File: src/rtl/i2c_txn_scheduler.sv
// ---------------------------------------------------------------------------
// i2c_txn_scheduler
// Shares one byte-level I2C master between the LCD writer and the sensor
// reader. It runs whole multi-byte transactions on the master. Requests are
// arbitrated round-robin. A granted transaction is never preempted.
//
// Ports
//   clk, rst          single clock; synchronous active-high reset
//   lcd_req/addr/len  LCD write transaction request, slave address, byte count
//   lcd_wdata         current LCD write byte; the client advances it on lcd_wnext
//   lcd_wnext         1-cycle pulse: byte taken by the master
//   lcd_done          1-cycle pulse: LCD transaction finished
//   sen_req/addr/len  sensor read transaction request, slave address, byte count
//   sen_rdata/rvalid  received byte and its 1-cycle valid pulse
//   sen_done          1-cycle pulse: sensor transaction finished
//   grant_lcd/sen     high while that client owns the bus
//   err               pulses with *_done when a NACK or timeout aborted the transaction
//   i2c_ena/addr/rw/data_wr  handshake towards the byte-level master
//   i2c_busy/data_rd/ack_error  status from the byte-level master
// All outputs are registered.
// ---------------------------------------------------------------------------
module i2c_txn_scheduler #(
    parameter int LEN_W       = 4,
    parameter int TIMEOUT_CYC = 50000
) (
    input  logic             clk,
    input  logic             rst,
    input  logic             lcd_req,
    input  logic [6:0]       lcd_addr,
    input  logic [LEN_W-1:0] lcd_len,
    input  logic [7:0]       lcd_wdata,
    output logic             lcd_wnext,
    output logic             lcd_done,
    input  logic             sen_req,
    input  logic [6:0]       sen_addr,
    input  logic [LEN_W-1:0] sen_len,
    output logic [7:0]       sen_rdata,
    output logic             sen_rvalid,
    output logic             sen_done,
    output logic             grant_lcd,
    output logic             grant_sen,
    output logic             err,
    output logic             i2c_ena,
    output logic [6:0]       i2c_addr,
    output logic             i2c_rw,
    output logic [7:0]       i2c_data_wr,
    input  logic             i2c_busy,
    input  logic [7:0]       i2c_data_rd,
    input  logic             i2c_ack_error
);

    localparam int WD_W = $clog2(TIMEOUT_CYC + 1);

    typedef enum logic [1:0] {IDLE, RUN, DRAIN, DONE} state_t;

    state_t           state, state_nxt;
    logic             busy_q, rise, fall;
    logic             owner_sen, owner_sen_nxt;
    logic             last_sen;
    logic [LEN_W-1:0] rem, rem_nxt;
    logic [LEN_W-1:0] done_cnt, done_cnt_nxt;
    logic             abort, abort_nxt;
    logic [WD_W-1:0]  wd, wd_nxt;
    logic             win_valid, win_sen;
    logic [LEN_W-1:0] win_len;
    logic [6:0]       win_addr;
    logic             active, timeout_hit, nack_fall;

    logic             grant_act_nxt;
    logic             lcd_wnext_nxt, lcd_done_nxt, sen_rvalid_nxt, sen_done_nxt;
    logic             grant_lcd_nxt, grant_sen_nxt, err_nxt, ena_nxt, rw_nxt;
    logic [7:0]       sen_rdata_nxt, data_wr_nxt;
    logic [6:0]       addr_nxt;

    // Busy edges: a rise means the master accepted a byte, a fall means it finished one.
    assign rise = i2c_busy & ~busy_q;
    assign fall = ~i2c_busy & busy_q;

    // Round-robin: a lone requester wins. On a tie, the client served last time loses.
    assign win_valid = lcd_req | sen_req;
    assign win_sen   = sen_req & (~lcd_req | ~last_sen);
    assign win_len   = win_sen ? sen_len : lcd_len;
    assign win_addr  = win_sen ? sen_addr : lcd_addr;

    // The watchdog and NACK handling only matter while bytes can be in flight.
    assign active      = (state == RUN) || (state == DRAIN);
    assign timeout_hit = active && !rise && !fall && (wd == WD_W'(TIMEOUT_CYC - 1));
    assign nack_fall   = active && fall && i2c_ack_error;

    // State register
    always_ff @(posedge clk) begin
        if (rst) begin
            state <= IDLE;
        end else begin
            state <= state_nxt;
        end
    end

    // Next-state logic. After a NACK the master may still be busy, so DRAIN
    // waits for busy to go low before the transaction is closed.
    always_comb begin
        state_nxt = state;
        case (state)
            IDLE: begin
                if (win_valid) begin
                    state_nxt = (win_len == '0) ? DONE : RUN;
                end
            end
            RUN: begin
                if (timeout_hit) begin
                    state_nxt = DONE;
                end else if (nack_fall) begin
                    state_nxt = DRAIN;
                end else if (rise && (rem == LEN_W'(1))) begin
                    state_nxt = DRAIN;
                end
            end
            DRAIN: begin
                if (timeout_hit) begin
                    state_nxt = DONE;
                end else if (abort) begin
                    if (!i2c_busy) begin
                        state_nxt = DONE;
                    end
                end else if (fall) begin
                    state_nxt = DONE;
                end
            end
            DONE: begin
                state_nxt = IDLE;
            end
            default: begin
                state_nxt = IDLE;
            end
        endcase
    end

    // Output and datapath next values. Everything is registered in the block
    // below, so each pulse lines up with the state that produces it.
    always_comb begin
        owner_sen_nxt = owner_sen;
        rem_nxt       = rem;
        done_cnt_nxt  = done_cnt;
        abort_nxt     = abort;
        wd_nxt        = (state == IDLE || rise || fall) ? '0 : wd + WD_W'(1);

        if (state == IDLE) begin
            owner_sen_nxt = win_sen;
            rem_nxt       = win_len;
            done_cnt_nxt  = '0;
            abort_nxt     = 1'b0;
        end else begin
            if (state == RUN && rise) begin
                rem_nxt = rem - LEN_W'(1);
            end
            if (fall) begin
                done_cnt_nxt = done_cnt + LEN_W'(1);
            end
            if (timeout_hit || nack_fall) begin
                abort_nxt = 1'b1;
            end
        end

        grant_act_nxt  = (state == IDLE) ? win_valid : (state_nxt != IDLE);
        grant_lcd_nxt  = grant_act_nxt & ~owner_sen_nxt;
        grant_sen_nxt  = grant_act_nxt & owner_sen_nxt;

        lcd_wnext_nxt  = (state == RUN) && rise && !owner_sen;
        sen_rvalid_nxt = (state != IDLE) && fall && owner_sen;
        sen_rdata_nxt  = sen_rvalid_nxt ? i2c_data_rd : sen_rdata;

        lcd_done_nxt   = (state_nxt == DONE) && !owner_sen_nxt;
        sen_done_nxt   = (state_nxt == DONE) && owner_sen_nxt;
        err_nxt        = (state_nxt == DONE) && abort_nxt;

        ena_nxt        = (state_nxt == RUN);
        addr_nxt       = grant_act_nxt ? ((state == IDLE) ? win_addr : i2c_addr) : 7'd0;
        rw_nxt         = grant_act_nxt & owner_sen_nxt;
        data_wr_nxt    = grant_lcd_nxt ? lcd_wdata : 8'd0;
    end

    // Registered datapath and outputs
    always_ff @(posedge clk) begin
        if (rst) begin
            busy_q      <= 1'b0;
            owner_sen   <= 1'b0;
            last_sen    <= 1'b0;
            rem         <= '0;
            done_cnt    <= '0;
            abort       <= 1'b0;
            wd          <= '0;
            lcd_wnext   <= 1'b0;
            lcd_done    <= 1'b0;
            sen_rdata   <= 8'd0;
            sen_rvalid  <= 1'b0;
            sen_done    <= 1'b0;
            grant_lcd   <= 1'b0;
            grant_sen   <= 1'b0;
            err         <= 1'b0;
            i2c_ena     <= 1'b0;
            i2c_addr    <= 7'd0;
            i2c_rw      <= 1'b0;
            i2c_data_wr <= 8'd0;
        end else begin
            busy_q      <= i2c_busy;
            owner_sen   <= owner_sen_nxt;
            if (state == DONE) begin
                last_sen <= owner_sen;
            end
            rem         <= rem_nxt;
            done_cnt    <= done_cnt_nxt;
            abort       <= abort_nxt;
            wd          <= wd_nxt;
            lcd_wnext   <= lcd_wnext_nxt;
            lcd_done    <= lcd_done_nxt;
            sen_rdata   <= sen_rdata_nxt;
            sen_rvalid  <= sen_rvalid_nxt;
            sen_done    <= sen_done_nxt;
            grant_lcd   <= grant_lcd_nxt;
            grant_sen   <= grant_sen_nxt;
            err         <= err_nxt;
            i2c_ena     <= ena_nxt;
            i2c_addr    <= addr_nxt;
            i2c_rw      <= rw_nxt;
            i2c_data_wr <= data_wr_nxt;
        end
    end

endmodule
File: config.mk
export PLATFORM = sky130hd
export DESIGN_NAME = i2c_txn_scheduler
export DESIGN_NICKNAME = d
export VERILOG_FILES = /design/src/rtl/i2c_txn_scheduler.sv
export SDC_FILE = /design/constraint.sdc
export NUM_CORES = 1
export LEC_CHECK = 0
export CORE_MARGIN = 2
export CORE_UTILIZATION = 44
export CTS_BUF_LIST = sky130_fd_sc_hd__clkbuf_8
export DETAILED_ROUTE_END_ITERATION = 12
export PLACE_DENSITY = 0.78
export SYNTH_ARGS = -nofsm -noshare
export SYNTH_HDL_FRONTEND = slang
export SYNTH_SLANG_ARGS = --single-unit
File: constraint.sdc
create_clock -name clk -period 1.9 [get_ports clk]
set_clock_uncertainty 0.1 [all_clocks]
set_input_delay 0.285 -clock clk [delete_from_list [all_inputs] [get_ports clk]]
set_output_delay 0.285 -clock clk [all_outputs]
set_load 0.005 [all_outputs]
==> run metrics <==
Area growth syn-to-layout 52.12%; sequential share of the synthesized area between 40% and 50%; setup ws final -91.85 ps; post-synthesis cell type with the largest combined area dfxtp_1; drt via density 5.034; R2R depth 8; initial antenna violation count 0; Post-synth EDFFs 0; Setup WS pre-CTS -416.6 ps; CTS Root Cell clkbuf_8; Inserted Diodes 0; fin nets about 450; fin crit period 1992 ps; cell family with most CP delay compound AO/OA/AOI/OAI gates; Seq pwr share 40.1%; Port Buffers 75; Filler cells 432; Post-DP HPWL between 4000 and 5000 µm; worst path required time 2030 ps; num rows 28; # IOs 76; #FFs+latches synth 57; max-slew violation count 0; GR Util All Layers 20.49%; Clk Latency, worst-skew pair ~340 ps; Worst Tran Pin Value 396.1 ps; Synth Cell Area 0.002626 mm²; Clock power frac 34.0%; Initial Util 44.89%; Die Wd 81.26 µm; Critical Path Sink Type flip-flop; Detailed Route WL 6478 µm; CP arrival about 2100 ps; CP Class reg2reg; CTS tree done; Synth area leaders dfxtp_1 (43%), nor2_1 (5.6%), nand2_1 (4.7%); Pre-antenna DRT Iters 4; end of the critical path state[1]; vias in the first global route 2347; share of cells above drive strength 1 21.00%; crit path cell chain inv_2, ha_4, and4b_1, a22oi_1, nand3_1, buf_6, o21a_1, o21ba_4; total power draw between 3 and 4 mW; Max Clock Freq 0.5020 GHz; worst-path maximum fanout 3; wire per inst 13.64 µm; capture point of the worst reg-to-reg path state[1]; die height 81.26 µm; crit path launch state[1]; CP Depth 8; Synth Area per Inst 9.025 µm²; Clock Sinks 57; Yosys top cell area share roughly 43%; RSZ-0062 raised after global routing true; library cells used by synthesis between 40 and 50; Antenna Nets Post-Route 0; most frequent cells after synthesis dfxtp_1 (57), nor2_1 (39), nand2_1 (33), a21oi_1 (21), inv_1 (14); status finished, violations left; Sw Share approximately 28%; largest net degree at the start of global routing 22; total number of vias 2391; Cells after Synth 291; HP Class reg2reg; Routability Congestion 0.8186; Buf+Inv Stages, Crit Path 2; crit path launch type flip-flop; Peak supply drop 0.6771 mV; crit share post-route 104.8%; most common cell in the synthesized netlist dfxtp_1; delay of the slowest cell on the worst path 350 ps; Pleak 1.498 nW; violated checks setup timing; reg-to-reg slack, setup -90 ps; global-route wire length before repair 10340 µm; Die Area about 0.0066 mm²; hold slack final 362.3 ps; CTS Buf Count 9; RR Startpoint state[1]; area of the multi-input gates around 0.0014 mm²; core box area 0.005851 mm²; Hold Fails Final Rpt 0; Yosys warnings 0; dominant synthesized flop cell dfxtp_1; # Post-CTS Setup Buffers 0; sequential cell area ~0.0011 mm²; Rel. slew slack 73.53%; Int Pwr 2.388 mW; # setup viols final 22; slowest CP cell dfxtp_2; CTS max path bufs 2; 1st-iter DRT viols 76; H-tree Lvls 3; switching pwr 0.9286 mW; Synth async-reset ratio 0%; Syn Nets 342; Gate power share 25.9%; grt total ovfl 0; DRC 0; CTS clock-pin slew for the worst setup and hold paths 70 ps; maxcap violations 0; cell area power density 830.3 mW/mm²
==> metal layers <==
metal | part of all wire [%] | GRT usage, % | up-vias
li1 | - | - | 1225
met1 | 42 | 22.48 | 1085
met5 | 0 | 0 | -
met3 | 6.0 | 6.556 | 15
met2 | 50 | 36.03 | 66
met4 | 2.2 | 9.153 | 0
==> repair_timing <==
action | 4_1_cts | 5_1_grt
gates resized for setup | 8 | 10
cloned | 0 | 0
hold buffers | 0 | 0
setup endpoints to repair | 22 | 25
pin swaps | 5 | 5
==> state kept, by name (all words and copies together), names as in the netlist <==
register     cells
lcd_done         1
last_sen         1
busy_q           1
owner_sen        1
i2c_addr         7
grant_lcd        1
state            2
i2c_rw           1
wd              16
sen_rdata        8
sen_rvalid       1
err              1
lcd_wnext        1
i2c_data_wr      8
i2c_ena          1
sen_done         1
abort            1
rem              4
==> metrics by stage <==
stage / cells / util, % / setup TNS (ps) / instance area, µm²
finish: 475 / 68.28 / -995.3 / 3995
global route: 475 / 68.28 / -2859 / 3995
CTS: 475 / 67.45 / -753.9 / 3946
detailed placement: 459 / 63.32 / -7342 / 3705
global placement: 459 / 63.32 / -6617 / 3705
floorplan: 291 / - / 0 / 2659
==> kinds of logic after synthesis <==
family / share of synthesized area, %
mux: 4.764
fa+ha+maj: 3.335
xor+xnor: 5.336
simple gates: 20.63
flops: 43.45
buf+inv: 5.669
compound gates: 16.82
==> area by class of cell <==
type                    instances  area share [%]
well taps                      75           2.349
repair buffers                108           26.34
clock inverters                 6           1.691
clock buffers                  10           3.445
inverters                      15           1.409
flip-flops and latches         57           28.69
multi-input cells             204           36.08
==> power by group through the flow <==
stage / logic [mW] / registers, mW / clock network [mW]
floorplan: 0.466 / 1.35 / 0
finish: 0.859 / 1.33 / 1.13
global route: 0.938 / 1.34 / 1.23
CTS: 0.850 / 1.33 / 1.17
global placement: 0.813 / 1.35 / 0
detailed placement: 0.829 / 1.35 / 0
==> cells in the final DEF (no fill, tap or decap), types with 11 or more instances in the layout <==
| master | count |
|---|---|
| buf_4 | 28 |
| dfxtp_1 | 55 |
| inv_1 | 12 |
| a21oi_1 | 21 |
| nand2_1 | 33 |
| a211oi_2 | 11 |
| nor2_1 | 37 |
| clkdlybuf4s50_1 | 75 |
==> worst reg2reg max path, delay by kind of cell (launching register included) <==
| family | cells | cell delay, ps |
|---|---|---|
| and+or+nand+nor | 2 | 370 |
| adders and majority gates | 1 | 240 |
| DFF | 1 | 350 |
| AOI/OAI and AO/OA | 3 | 600 |
| buffers and inverters | 2 | 220 |
==> worst min-delay path by stage <==
stage,start,endpoint,slack (ps),cells past startpoint
after floorplan,lcd_wdata[0],i2c_data_wr[0],310,2
after global placement,sen_rdata[4],sen_rdata[4],340,2
after detailed placement,sen_rdata[7],sen_rdata[7],350,2
after CTS,lcd_wdata[2],i2c_data_wr[2],360,3
after global routing,lcd_wdata[2],i2c_data_wr[2],350,3
final,sen_rdata[0],sen_rdata[0],360,2
No activity file was read; power rests on OpenSTA's default activity.
